[src/rtl/evb_ctrl_param_pkg.sv]
// Shared types and helpers for the block-evaluation controller.
package evb_ctrl_param_pkg;

    typedef enum logic [2:0] {
        ST_IDLE   = 3'd0,
        ST_CHECK  = 3'd1,
        ST_LAUNCH = 3'd2,
        ST_WAIT   = 3'd3,
        ST_FINISH = 3'd4
    } state_e;

    localparam int unsigned STATUS_W  = 32;
    localparam logic [STATUS_W-1:0] STATUS_OK = 32'd0;

    // Ceiling log2, never less than 1 so single-entry ranges still get a bit.
    function automatic int unsigned clog2_min1(input int unsigned value);
        int unsigned w;
        w = 1;
        while ((w < 31) && ((32'd1 << w) < value)) begin
            w = w + 1;
        end
        return w;
    endfunction

endpackage

[src/rtl/evb_ctrl_param_if.sv]
// Evaluator job handshake plus the result stream towards the consumer.
interface evb_ctrl_param_if #(
    parameter int unsigned ADDR_W = 10,
    parameter int unsigned DATA_W = 32
);
    import evb_ctrl_param_pkg::*;

    logic                evp_start;
    logic [ADDR_W-1:0]   evp_addr;
    logic                evp_done;
    logic [DATA_W-1:0]   evp_result;
    logic [STATUS_W-1:0] evp_status;

    logic                res_valid;
    logic                res_ready;
    logic [DATA_W-1:0]   res_data;
    logic [STATUS_W-1:0] res_status;
    logic                res_last;

    // Controller side.
    modport master (
        output evp_start, evp_addr,
        input  evp_done, evp_result, evp_status,
        output res_valid, res_data, res_status, res_last,
        input  res_ready
    );

    // Evaluator / consumer side.
    modport slave (
        input  evp_start, evp_addr,
        output evp_done, evp_result, evp_status,
        input  res_valid, res_data, res_status, res_last,
        output res_ready
    );

endinterface

[src/rtl/evb_ctrl_param_result_fifo.sv]
// First-word-fall-through result FIFO; head is always visible on pop_data.
module evb_result_fifo
    import evb_ctrl_param_pkg::*;
#(
    parameter  int unsigned WIDTH = 65,
    parameter  int unsigned DEPTH = 4,
    localparam int unsigned PTR_W = clog2_min1(DEPTH),
    localparam int unsigned CNT_W = PTR_W + 1
) (
    input  logic             clk,
    input  logic             rst,
    input  logic             push,
    input  logic [WIDTH-1:0] push_data,
    input  logic             pop,
    output logic [WIDTH-1:0] pop_data,
    output logic [CNT_W-1:0] count,
    output logic             empty,
    output logic             full
);

    logic [WIDTH-1:0] mem_q [DEPTH];
    logic [WIDTH-1:0] mem_d [DEPTH];
    logic [PTR_W-1:0] rd_ptr_q, rd_ptr_d;
    logic [PTR_W-1:0] wr_ptr_q, wr_ptr_d;
    logic [CNT_W-1:0] count_q, count_d;
    logic             empty_q, empty_d;
    logic             full_q, full_d;
    logic             push_ok, pop_ok;

    // Pointer/count update; a push into a full FIFO is accepted only alongside a pop.
    always_comb begin
        pop_ok   = pop && !empty_q;
        push_ok  = push && (!full_q || pop_ok);
        mem_d    = mem_q;
        if (push_ok) begin
            mem_d[wr_ptr_q] = push_data;
        end
        wr_ptr_d = wr_ptr_q + PTR_W'(push_ok);
        rd_ptr_d = rd_ptr_q + PTR_W'(pop_ok);
        count_d  = count_q + CNT_W'(push_ok) - CNT_W'(pop_ok);
        empty_d  = (count_d == '0);
        full_d   = (count_d == CNT_W'(DEPTH));
    end

    // Storage and status registers.
    always_ff @(posedge clk) begin
        if (rst) begin
            mem_q    <= '{default: '0};
            rd_ptr_q <= '0;
            wr_ptr_q <= '0;
            count_q  <= '0;
            empty_q  <= 1'b1;
            full_q   <= 1'b0;
        end else begin
            mem_q    <= mem_d;
            rd_ptr_q <= rd_ptr_d;
            wr_ptr_q <= wr_ptr_d;
            count_q  <= count_d;
            empty_q  <= empty_d;
            full_q   <= full_d;
        end
    end

    assign pop_data = mem_q[rd_ptr_q];
    assign count    = count_q;
    assign empty    = empty_q;
    assign full     = full_q;

endmodule

[src/rtl/evb_ctrl_param.sv]
// Block-evaluation controller: one evaluator job per x-buffer point, results queued.
module evb_ctrl_param
    import evb_ctrl_param_pkg::*;
#(
    parameter  int unsigned BUFFER_SIZE   = 1024,
    parameter  int unsigned DATA_W        = 32,
    parameter  int unsigned CNT_W         = 5,
    parameter  int unsigned FIFO_DEPTH    = 4,
    parameter  bit          STOP_ON_ERROR = 1'b1,
    localparam int unsigned ADDR_W        = clog2_min1(BUFFER_SIZE)
) (
    input  logic              clk,
    input  logic              rst,
    input  logic              start_evb,
    input  logic [CNT_W-1:0]  b,
    input  logic [ADDR_W-1:0] base_addr,
    input  logic              abort,
    evb_ctrl_param_if.master  bus,
    output logic              busy,
    output logic              done_evb,
    output logic              err,
    output logic [CNT_W-1:0]  points_done
);

    localparam int unsigned CNT1_W  = CNT_W + 1;
    localparam int unsigned ENTRY_W = DATA_W + STATUS_W + 1;
    localparam int unsigned FCNT_W  = clog2_min1(FIFO_DEPTH) + 1;

    state_e              state_q, state_d;
    logic [CNT_W-1:0]    idx_q, idx_d;
    logic [CNT_W-1:0]    b_lat_q, b_lat_d;
    logic [ADDR_W-1:0]   base_q, base_d;
    logic                abort_pend_q, abort_pend_d;
    logic                err_q, err_d;
    logic [CNT_W-1:0]    points_done_q, points_done_d;
    logic                evp_start_q, evp_start_d;
    logic [ADDR_W-1:0]   evp_addr_q, evp_addr_d;
    logic                done_q, done_d;
    logic                busy_q, busy_d;

    logic                fifo_push, fifo_pop, fifo_empty, fifo_full;
    logic [ENTRY_W-1:0]  fifo_push_data, fifo_pop_data;
    logic [FCNT_W-1:0]   fifo_count;
    logic                last_c;
    logic                status_bad_c;

    // Next-state, datapath and registered-output logic.
    always_comb begin
        state_d       = state_q;
        idx_d         = idx_q;
        b_lat_d       = b_lat_q;
        base_d        = base_q;
        abort_pend_d  = abort_pend_q;
        err_d         = err_q;
        points_done_d = points_done_q;
        evp_start_d   = 1'b0;
        evp_addr_d    = evp_addr_q;
        done_d        = 1'b0;
        fifo_push     = 1'b0;

        status_bad_c  = (bus.evp_status != STATUS_OK);
        last_c        = ((CNT1_W'(idx_q) + CNT1_W'(1)) == CNT1_W'(b_lat_q))
                        || abort_pend_q || abort
                        || (STOP_ON_ERROR && status_bad_c);
        fifo_push_data = {bus.evp_result, bus.evp_status, last_c};

        if ((state_q != ST_IDLE) && abort) begin
            abort_pend_d = 1'b1;
            err_d        = 1'b1;
        end

        case (state_q)
            ST_IDLE: begin
                if (start_evb) begin
                    b_lat_d       = b;
                    base_d        = base_addr;
                    err_d         = 1'b0;
                    points_done_d = '0;
                    idx_d         = '0;
                    state_d       = ST_CHECK;
                end
            end
            ST_CHECK: begin
                if ((idx_q == b_lat_q) || abort_pend_q || (STOP_ON_ERROR && err_q)) begin
                    state_d = ST_FINISH;
                    done_d  = 1'b1;
                end else if (fifo_count < FCNT_W'(FIFO_DEPTH)) begin
                    state_d     = ST_LAUNCH;
                    evp_start_d = 1'b1;
                    evp_addr_d  = base_q + ADDR_W'(idx_q);
                end
            end
            ST_LAUNCH: begin
                state_d = ST_WAIT;
            end
            ST_WAIT: begin
                if (bus.evp_done) begin
                    fifo_push     = 1'b1;
                    idx_d         = idx_q + CNT_W'(1);
                    points_done_d = points_done_q + CNT_W'(1);
                    if (status_bad_c) begin
                        err_d = 1'b1;
                    end
                    state_d = ST_CHECK;
                end
            end
            ST_FINISH: begin
                abort_pend_d = 1'b0;
                state_d      = ST_IDLE;
            end
            default: begin
                state_d = ST_IDLE;
            end
        endcase

        busy_d = (state_d != ST_IDLE);
    end

    // Controller state and output registers.
    always_ff @(posedge clk) begin
        if (rst) begin
            state_q       <= ST_IDLE;
            idx_q         <= '0;
            b_lat_q       <= '0;
            base_q        <= '0;
            abort_pend_q  <= 1'b0;
            err_q         <= 1'b0;
            points_done_q <= '0;
            evp_start_q   <= 1'b0;
            evp_addr_q    <= '0;
            done_q        <= 1'b0;
            busy_q        <= 1'b0;
        end else begin
            state_q       <= state_d;
            idx_q         <= idx_d;
            b_lat_q       <= b_lat_d;
            base_q        <= base_d;
            abort_pend_q  <= abort_pend_d;
            err_q         <= err_d;
            points_done_q <= points_done_d;
            evp_start_q   <= evp_start_d;
            evp_addr_q    <= evp_addr_d;
            done_q        <= done_d;
            busy_q        <= busy_d;
        end
    end

    assign fifo_pop = bus.res_valid && bus.res_ready;

    evb_result_fifo #(
        .WIDTH (ENTRY_W),
        .DEPTH (FIFO_DEPTH)
    ) u_fifo (
        .clk       (clk),
        .rst       (rst),
        .push      (fifo_push),
        .push_data (fifo_push_data),
        .pop       (fifo_pop),
        .pop_data  (fifo_pop_data),
        .count     (fifo_count),
        .empty     (fifo_empty),
        .full      (fifo_full)
    );

    // Launch is gated on free space and only one job is in flight, so a blind overflow is a bug.
    assert property (@(posedge clk) disable iff (rst) !(fifo_push && fifo_full && !fifo_pop));

    assign bus.evp_start = evp_start_q;
    assign bus.evp_addr  = evp_addr_q;
    assign bus.res_valid = !fifo_empty;
    assign {bus.res_data, bus.res_status, bus.res_last} = fifo_pop_data;

    assign busy        = busy_q;
    assign done_evb    = done_q;
    assign err         = err_q;
    assign points_done = points_done_q;

endmodule
[src/flat_wrapper.sv]
// flat-port wrapper written by rule: the top's interface ports become plain ports
module evb_ctrl_param_flat import evb_ctrl_param_pkg::*;
#(
    parameter  int unsigned BUFFER_SIZE   = 1024,
    parameter  int unsigned DATA_W        = 32,
    parameter  int unsigned CNT_W         = 5,
    parameter  int unsigned FIFO_DEPTH    = 4,
    parameter  bit          STOP_ON_ERROR = 1'b1,
    localparam int unsigned ADDR_W        = clog2_min1(BUFFER_SIZE)
)
  (clk, rst, start_evb, b, base_addr, abort, busy, done_evb, err, points_done, bus_evp_start, bus_evp_addr, bus_evp_done, bus_evp_result, bus_evp_status, bus_res_valid, bus_res_data, bus_res_status, bus_res_last, bus_res_ready);
  evb_ctrl_param_if #(.DATA_W(DATA_W)) bus_i ();
  input  logic clk;
  input  logic rst;
  input  logic start_evb;
  input  logic [CNT_W-1:0] b;
  input  logic [ADDR_W-1:0] base_addr;
  input  logic abort;
  output logic busy;
  output logic done_evb;
  output logic err;
  output logic [CNT_W-1:0] points_done;
  output wire logic [$bits(bus_i.evp_start)-1:0] bus_evp_start;
  output wire logic [$bits(bus_i.evp_addr)-1:0] bus_evp_addr;
  input wire logic [$bits(bus_i.evp_done)-1:0] bus_evp_done;
  input wire logic [$bits(bus_i.evp_result)-1:0] bus_evp_result;
  input wire logic [$bits(bus_i.evp_status)-1:0] bus_evp_status;
  output wire logic [$bits(bus_i.res_valid)-1:0] bus_res_valid;
  output wire logic [$bits(bus_i.res_data)-1:0] bus_res_data;
  output wire logic [$bits(bus_i.res_status)-1:0] bus_res_status;
  output wire logic [$bits(bus_i.res_last)-1:0] bus_res_last;
  input wire logic [$bits(bus_i.res_ready)-1:0] bus_res_ready;
  assign bus_evp_start = bus_i.evp_start;
  assign bus_evp_addr = bus_i.evp_addr;
  assign bus_i.evp_done = bus_evp_done;
  assign bus_i.evp_result = bus_evp_result;
  assign bus_i.evp_status = bus_evp_status;
  assign bus_res_valid = bus_i.res_valid;
  assign bus_res_data = bus_i.res_data;
  assign bus_res_status = bus_i.res_status;
  assign bus_res_last = bus_i.res_last;
  assign bus_i.res_ready = bus_res_ready;
  evb_ctrl_param #(.BUFFER_SIZE(BUFFER_SIZE), .DATA_W(DATA_W), .CNT_W(CNT_W), .FIFO_DEPTH(FIFO_DEPTH), .STOP_ON_ERROR(STOP_ON_ERROR)) u_core (.clk(clk), .rst(rst), .start_evb(start_evb), .b(b), .base_addr(base_addr), .abort(abort), .bus(bus_i), .busy(busy), .done_evb(done_evb), .err(err), .points_done(points_done));
endmodule
[config.mk]
export PLATFORM = sky130hd
export DESIGN_NAME = evb_ctrl_param_flat
export DESIGN_NICKNAME = d
export VERILOG_FILES = /design/src/rtl/evb_ctrl_param_pkg.sv /design/src/rtl/evb_ctrl_param_if.sv /design/src/rtl/evb_ctrl_param_result_fifo.sv /design/src/rtl/evb_ctrl_param.sv /design/src/flat_wrapper.sv
export SDC_FILE = /design/constraint.sdc
export NUM_CORES = 1
export LEC_CHECK = 0
export CORE_ASPECT_RATIO = 1.75
export CORE_MARGIN = 2
export CORE_UTILIZATION = 29
export CTS_BUF_LIST = sky130_fd_sc_hd__clkbuf_8 sky130_fd_sc_hd__clkbuf_16
export CTS_CLUSTER_SIZE = 16
export DETAILED_ROUTE_END_ITERATION = 6
export SLEW_MARGIN = 20
export SYNTH_ARGS = -nofsm -noshare
export SYNTH_HDL_FRONTEND = slang
export SYNTH_SLANG_ARGS = --single-unit
[constraint.sdc]
create_clock -name clk -period 2 [get_ports clk]
set_input_delay 0.4 -clock clk [delete_from_list [all_inputs] [get_ports clk]]
set_output_delay 0.4 -clock clk [all_outputs]
set_load 0.01 [all_outputs]
==> Implementation_results.wiki, run 1 <==
{| class="wikitable"
! Metric !! Value
|-
| Pin count of the biggest net entering global routing || 137
|-
| Share of synthesized cell area in and, or, nand and nor gates || 19.9%
|-
| CTS clock-pin slew for the worst setup and hold paths || about 0.060 ns
|-
| Number of rows created at floorplan || 102
|-
| Compound-Gate Fraction of Synth Area || 13.1%
|-
| CP endpoint kind || output port
|-
| Fill cell instance count of the final layout || 4372
|-
| Prevailing post-synth register cell || sky130_fd_sc_hd__dfxtp_1
|-
| Combinational family with the most area after synthesis || simple AND/OR/NAND/NOR gates
|-
| Die height || 284 um
|-
| Port Buffers || roughly 170
|-
| Total leakage power || 6.05 nW
|-
| Fraction of final layout cells sized beyond drive strength 1 || 19.5%
|-
| Cell taking the most area after synthesis || sky130_fd_sc_hd__dfxtp_1
|-
| Critical path class || reg2out
|-
| Crit-path max FO || 6
|-
| Unrepaired setup endpoints after global routing || yes
|-
| Clk sinks || 312
|-
| Post-route minimum period || 2.40 ns
|-
| Die ar. || 0.0467 mm2
|-
| Adder and majority cell fraction of the synthesized area || 1.36%
|-
| Area of the placeable core || 0.0443 mm2
|-
| Final std cell area, no fill || between 0.015 and 0.02 mm2
|-
| Vias post-DR || 11400
|-
| Max clock buf depth || 3
|-
| Count of flip-flops with a built-in enable after synthesis || 0
|-
| Mux cell area share after synthesis || 11.6%
|-
| Transition time of the tightest slew-check pin || a little under 0.7 ns
|-
| Count of different cell masters after synthesis || 51
|-
| Tightest slew margin relative to the limit || between 50% and 60%
|-
| DR vias/cell || 4.95
|-
| Post-place instance area || 0.0160 mm2
|-
| Post-DP HPWL || 25.4 mm
|-
| Initial Utilization || 29.4%
|-
| Vias in the first global route || 11700
|-
| Iteration-0 DRC count of the detailed router || between 800 and 900
|-
| Fraction of synthesized cell area in xor and xnor cells || 1.28%
|-
| Area grow syn2layout || 34.0%
|-
| First-pass GRT wire length || 62.9 mm
|-
| Cts bufs inserted || 31
|-
| CTS tree || done
|-
| Sum of internal, switching and leakage power || 14.0 mW
|-
| Routability congestion estimate || 0.776
|-
| Startpoint Class || register
|-
| Synth top area cells || sky130_fd_sc_hd__dfxtp_1, sky130_fd_sc_hd__nand2_1, sky130_fd_sc_hd__mux4_2, sky130_fd_sc_hd__a21oi_1, sky130_fd_sc_hd__clkbuf_1
|-
| Highest-count cells in the layout ignoring fill and taps || sky130_fd_sc_hd__nand2_1, sky130_fd_sc_hd__dfxtp_1, sky130_fd_sc_hd__a21oi_1, sky130_fd_sc_hd__clkdlybuf4s50_1, sky130_fd_sc_hd__buf_4
|-
| Sequential standard cell area || 0.00626 mm2
|-
| Total detailed-routing wirelength || 40.6 mm
|-
| NumNets Final || 1807
|-
| Yosys synthesis warning count || 0
|-
| Mapped Nets || 1595
|-
| Initial antenna violation count || 4
|-
| Final setup violating endpoints || 65
|-
| Post-detailed-route DRC marker count || 0
|-
| Clock latency on the worst-skew pair || 0.57 ns
|-
| Root buf cell || sky130_fd_sc_hd__clkbuf_16
|-
| Pwr/cell area || 801 mW/mm2
|-
| Instance count of the mapped netlist || between 1000 and 1500
|-
| Async S/R FF share, synth || 0%
|-
| Peak supply drop || 0.682 mV
|-
| Number of levels the H-tree was split into || 1
|-
| Antenna violation net count after detailed routing || 0
|-
| Most common cell after layout, fill and taps aside || sky130_fd_sc_hd__nand2_1
|-
| Sequential area share after synthesis || 48.0%
|-
| Worst path setup slack after routing || -0.401 ns
|-
| Wire length per cell after detailed routing || 17.6 um
|-
| GRT Overall Usage || between 10% and 20%
|-
| Number of optimization iterations in the first detailed-route pass || 5
|-
| Arrival time of data at the critical path endpoint || roughly 2.0 ns
|-
| Maximum clock skew at final layout || roughly 0.021 ns
|-
| Part of the cycle the worst path needs || 120%
|-
| Post-synthesis instance area || 0.0130 mm2
|-
| Failing checks || setup timing
|-
| Maximum achievable frequency || 0.417 GHz
|-
| Final Max Slew Viols || 0
|-
| Die boundary width || ~160 um
|-
| Type of the most critical hold path || in2reg
|-
| Area share of the largest cell type after synthesis || between 40% and 50%
|-
| Overall overflow remaining after global route || 0
|-
| Count of pins on the block boundary || 170
|-
| Combined area of the multi-input logic cells || 0.00628 mm2
|-
| Final Hold Viols || 0
|-
| Count of antenna diodes in the layout || 0
|-
| Average cell area after synthesis || 8.70 um2
|-
| Worst Path Required || ~1.6 ns
|-
| Number of register bits inferred by synthesis || 312
|-
| Number of maximum-capacitance constraint violations || 0
|-
| Result of the run || finished with violations
|}
## power by group
part | switching [mW] | internal, mW
sequential | 0.104 | 6.33
combinational | 0.882 | 0.909
clock | 2.48 | 3.28
## cell usage after synthesis (all sizes together), types with 2 or more instances
| library cell | instances |
|---|---|
| nand2 | 555 |
| dfxtp | 312 |
| a21oi | 286 |
| mux4 | 65 |
| clkbuf | 62 |
| buf | 50 |
| nor2 | 22 |
| o21ai | 15 |
| inv | 13 |
| ha | 11 |
| nor4 | 10 |
| xor2 | 10 |
| xnor2 | 9 |
| a31oi | 7 |
| nor2b | 6 |
| nor3 | 6 |
| mux2i | 5 |
| nand3 | 5 |
| nand4 | 5 |
| nor3b | 5 |
| or3 | 5 |
| nand2b | 4 |
| a311oi | 3 |
| nor4b | 3 |
| a211oi | 2 |
| a21o | 2 |
| fa | 2 |
| nand3b | 2 |
| o2111ai | 2 |
| o31ai | 2 |
## worst paths after layout
kind,slack (ns),cells after the start,startpoint,endpoint
setup / recovery,-0.40,4,u_core.u_fifo.rd_ptr_q[1],bus_res_status[5]
hold / removal,0.12,2,rst,u_core.err
setup reg to reg,0.06,7,u_core.state_q[2],u_core.u_fifo.empty
hold reg to reg,0.45,2,u_core.u_fifo.mem_q[238],u_core.u_fifo.mem_q[238]
## metrics by stage
| step | utilization [%] | setup slack, ns | cells | hold slack [ns] | setup TNS (ns) |
|---|---|---|---|---|---|
| after floorplan | - | 0.0158 | 1497 | 0.433 | 0 |
| after global routing | 39.4 | -0.441 | 2303 | 0.0932 | -25.85 |
| after detailed placement | 36.0 | -0.639 | 2226 | 0.444 | -95.59 |
| final | 39.4 | -0.401 | 2303 | 0.115 | -21.74 |
| after CTS | 39.1 | -0.504 | 2297 | 0.0762 | -25.74 |
| after global placement | 36.0 | -0.652 | 2226 | 0.438 | -86.29 |
## routing by layer
layer	part of all wire, %	routed length, um	global-route usage, %	up-vias
met1	36	14800	18.5	5428
met5	0.13	53	0	-
met3	5.6	2260	2.68	105
li1	-	-	-	5485
met2	53	21400	31.5	371
met4	5.3	2140	9.36	8
## sequential cells by signal (all words and copies together), names as in the netlist, 2 cells and up
| register | cells |
|---|---|
| u_core.idx_q | 5 |
| u_core.u_fifo.mem_q | 260 |
| u_core.u_fifo.count | 3 |
| u_core.base_q | 10 |
| u_core.u_fifo.wr_ptr_q | 2 |
| u_core.u_fifo.rd_ptr_q | 2 |
| u_core.b_lat_q | 5 |
| u_core.points_done | 5 |
| u_core.state_q | 3 |
| u_core.bus.evp_addr | 10 |
## what timing repair did
item / 4_1_cts / 5_1_grt
setup buffers: 12 / 7
cloned: 4 / 1
setup endpoints to repair: 69 / 81
pin swaps: 4 / 6
hold buffers: 0 / 0
resized for setup: 338 / 24
endpoints found under the hold margin: 0 / 0
## area by class of cell
cell class | count | area share, %
Inverter | 13 | 0.280
Multi-Input combinational cell | 1060 | 36.0
Clock buffer | 40 | 5.16
Timing Repair Buffer | 291 | 18.0
Clock inverter | 15 | 0.610
Sequential cell | 312 | 35.9
Tap cell | 572 | 4.10
## worst max-delay path: stages (launching register included)
cell                      delay (ns)
sky130_fd_sc_hd__dfxtp_4        0.42
sky130_fd_sc_hd__buf_8          0.15
sky130_fd_sc_hd__buf_12         0.13
sky130_fd_sc_hd__mux4_2         0.57
sky130_fd_sc_hd__buf_6          0.16
## cells by family (layout without fill, tap and decap cells)
kind of cell               after synthesis  count (layout)
AOI/OAI and AO/OA                      325             325
xor gates and xnor gates                19              19
adders and majority gates               13              13
buffers and inverters                  125             359
DFF                                    312             312
muxes                                   70              70
and+or+nand+nor                        633             633
(Power assumes the default switching activity.)
==> run 2, diff against run 1 <==
Settings changed: ABC_AREA set to 1.
==> Implementation_results.wiki, run 2 <==
{| class="wikitable"
! Metric !! Value
|-
| Post-place instance area || 0.0168 mm2
|-
| Sequential standard cell area || 0.00626 mm2
|-
| Unrepaired setup endpoints after global routing || yes
|-
| Final Max Slew Viols || 0
|-
| Port Buffers || 169
|-
| Average cell area after synthesis || roughly 7.2 um2
|-
| Initial Utilization || between 20% and 30%
|-
| Max clock buf depth || 3
|-
| Sequential area share after synthesis || 45.6%
|-
| Die ar. || 0.0491 mm2
|-
| Most common cell after layout, fill and taps aside || sky130_fd_sc_hd__nor2_1
|-
| Total leakage power || 8.11 nW
|-
| Synth top area cells || sky130_fd_sc_hd__dfxtp_1, sky130_fd_sc_hd__nor2_1, sky130_fd_sc_hd__nand2_1, sky130_fd_sc_hd__o21ai_0, sky130_fd_sc_hd__a21oi_2
|-
| Final-layout worst hold slack || 0.114 ns
|-
| Count of flip-flops with a built-in enable after synthesis || 0
|-
| Tightest slew margin relative to the limit || 48.0%
|-
| Worst Min Path Start || rst
|-
| Final std cell area, no fill || about 0.020 mm2
|-
| Wire length per cell after detailed routing || 19.0 um
|-
| Fraction of final layout cells sized beyond drive strength 1 || 24.6%
|-
| Crit-path max FO || 5
|-
| Number of levels the H-tree was split into || 2
|-
| Mapped Nets || between 2000 and 2500
|-
| Initial antenna violation count || 3
|-
| GRT Overall Usage || 20.4%
|-
| Arrival time of data at the critical path endpoint || 1.91 ns
|-
| Aggregate negative setup slack || -11.97 ns
|-
| DR vias/cell || 5.12
|-
| Startpoint Class || register
|-
| Worst-case hold path end point || u_core.u_fifo.mem_q[124]
|-
| Cell taking the most area after synthesis || sky130_fd_sc_hd__dfxtp_1
|-
| Number of flip-flops in the largest register || between 200 and 300
|-
| Minimum setup slack after placement || -0.684 ns
|-
| Worst Path Required || approximately 1.6 ns
|-
| Die height || 292 um
|-
| Routability congestion estimate || 0.803
|-
| Async S/R FF share, synth || 0%
|-
| Vias in the first global route || roughly 14000
|-
| End of the worst register-to-register path || u_core.u_fifo.full
|-
| Fill cell instance count of the final layout || around 4700
|-
| Number of maximum-capacitance constraint violations || 0
|-
| Yosys synthesis warning count || 0
|-
| Count of antenna diodes in the layout || 0
|-
| Pin count of the biggest net entering global routing || 74
|-
| Highest-count cells in the layout ignoring fill and taps || sky130_fd_sc_hd__nor2_1, sky130_fd_sc_hd__nand2_1, sky130_fd_sc_hd__dfxtp_1, sky130_fd_sc_hd__o21ai_0, sky130_fd_sc_hd__buf_4
|-
| Finished Layout Cells || 2772
|-
| Vias post-DR || 14200
|-
| NumNets Final || 2258
|-
| Instance count of the mapped netlist || 1903
|-
| Number of register bits inferred by synthesis || 312
|-
| Post-DP HPWL || 29.7 mm
|-
| Top reg by flops || u_core.u_fifo.mem_q
|-
| Antenna violation net count after detailed routing || 0
|-
| First-pass GRT wire length || 79.0 mm
|-
| Number of rows created at floorplan || 105
|-
| CTS clock-pin slew for the worst setup and hold paths || 0.06 ns
|-
| Most frequent cells after synthesis || sky130_fd_sc_hd__nor2_1, sky130_fd_sc_hd__nand2_1, sky130_fd_sc_hd__dfxtp_1
|-
| Post-synthesis instance area || ~0.014 mm2
|-
| Result of the run || finished with violations
|-
| Worst path setup slack after routing || -0.306 ns
|-
| Transition time of the tightest slew-check pin || approximately 0.78 ns
|-
| R2r setup slk || -0.11 ns
|-
| CP endpoint kind || output port
|-
| Hold Path Stages || 2
|-
| Area grow syn2layout || 43.8%
|-
| Count of pins on the block boundary || 170
|-
| Root buf cell || sky130_fd_sc_hd__clkbuf_16
|-
| CTS tree || done
|-
| Post-detailed-route DRC marker count || 0
|-
| Failing checks || setup timing
|-
| Clk sinks || about 310
|-
| Worst reg-to-reg path cell count || 12
|-
| Area of the placeable core || 0.0468 mm2
|-
| Die boundary width || between 150 and 200 um
|-
| Clock latency on the worst-skew pair || roughly 0.52 ns
|-
| Post-route minimum period || 2.31 ns
|-
| Count of different cell masters after synthesis || 36
|-
| Prevailing post-synth register cell || sky130_fd_sc_hd__dfxtp_1
|-
| Part of the cycle the worst path needs || 115%
|-
| Cts bufs inserted || 34
|-
| Maximum clock skew at final layout || 0.0116 ns
|-
| Pwr/cell area || 991 mW/mm2
|-
| Maximum achievable frequency || 0.434 GHz
|-
| Iteration-0 DRC count of the detailed router || approximately 960
|-
| Final setup violating endpoints || just under 70
|-
| Post-placement cell count || 2653
|-
| Most numerous cell in the Yosys netlist || sky130_fd_sc_hd__nor2_1
|-
| Critical path class || reg2out
|-
| Type of the most critical hold path || in2reg
|-
| Combined area of the multi-input logic cells || 0.00728 mm2
|-
| Area share of the largest cell type after synthesis || 45.6%
|-
| Launch point of the worst reg-to-reg path || u_core.state_q[2]
|-
| Final Hold Viols || 0
|-
| Overall overflow remaining after global route || 0
|-
| Total detailed-routing wirelength || 52.8 mm
|-
| Peak supply drop || 0.510 mV
|-
| Number of optimization iterations in the first detailed-route pass || 5
|}
-- run 2: worst max-delay path, stage by stage (launching register included) --
cell,delay [ns]
sky130_fd_sc_hd__dfxtp_4,0.38
sky130_fd_sc_hd__buf_12,0.16
sky130_fd_sc_hd__buf_8,0.13
sky130_fd_sc_hd__buf_4,0.11
sky130_fd_sc_hd__buf_12,0.11
sky130_fd_sc_hd__o21ai_2,0.07
sky130_fd_sc_hd__o22ai_4,0.25
sky130_fd_sc_hd__buf_2,0.18
-- run 2: kinds of logic (layout without fill, tap and decap cells) --
group                      count (synthesis)  in the layout  share of synthesized area [%]
and+or+nand+nor                          856            856                           24.2
AOI/OAI and AO/OA                        509            509                           21.4
DFF                                      312            312                           45.6
adders and majority gates                 13             13                           1.30
buffers and inverters                    203            484                           6.86
xor gates and xnor gates                  10             10                          0.639
-- run 2: per-layer routing --
metal	up-vias	track usage (%)	routed length [um]
met5	-	0	28
met4	4	12.1	3250
met3	140	2.75	2620
met2	504	35.9	26300
met1	6780	23.4	20600
li1	6753	-	-
-- run 2: metrics by stage --
| step | power, mW | utilization, % |
|---|---|---|
| after floorplan | 8.73 | - |
| after global placement | 11.2 | 36.0 |
| after CTS | 19.2 | 40.9 |
| final | 19.5 | 42.2 |
| after global routing | 20.3 | 42.2 |
| after detailed placement | 11.2 | 36.0 |
-- run 2: final cells by class --
| type | instances | share of cell area [%] |
|---|---|---|
| Multi-Input combinational cell | 1388 | 36.9 |
| Sequential cell | 312 | 31.7 |
| Timing Repair Buffer | 354 | 20.0 |
| Clock buffer | 41 | 4.98 |
| Tap cell | 588 | 3.73 |
| Inverter | 69 | 1.55 |
| Clock inverter | 19 | 0.977 |
| Timing Repair inverter | 1 | 0.0571 |
-- run 2: worst max path at each step --
stage | startpoint | endpoint | slack, ns
floorplan | bus_evp_done | u_core.u_fifo.full | -0.08
global placement | bus_evp_done | u_core.u_fifo.full | -0.67
detailed placement | bus_evp_done | u_core.u_fifo.full | -0.68
CTS | u_core.u_fifo.rd_ptr_q[0] | bus_res_status[18] | -0.30
global route | u_core.u_fifo.rd_ptr_q[0] | bus_res_status[23] | -0.32
finish | u_core.u_fifo.rd_ptr_q[0] | bus_res_status[23] | -0.31
-- run 2: what timing repair did --
item,in CTS,in global routing
hold buffers,0,0
setup buffers,27,12
pin swaps,43,41
setup endpoints to repair,69,77
resized for setup,492,96
gates cloned,23,8
-- run 2: report_power, final --
part / leakage, nW / internal (mW) / switching [mW]
combinational: 4.98 / 3.03 / 3.31
sequential: 2.52 / 6.42 / 0.133
clock: 0.611 / 4.00 / 2.65
total: 8.11 / 13.4 / 6.09
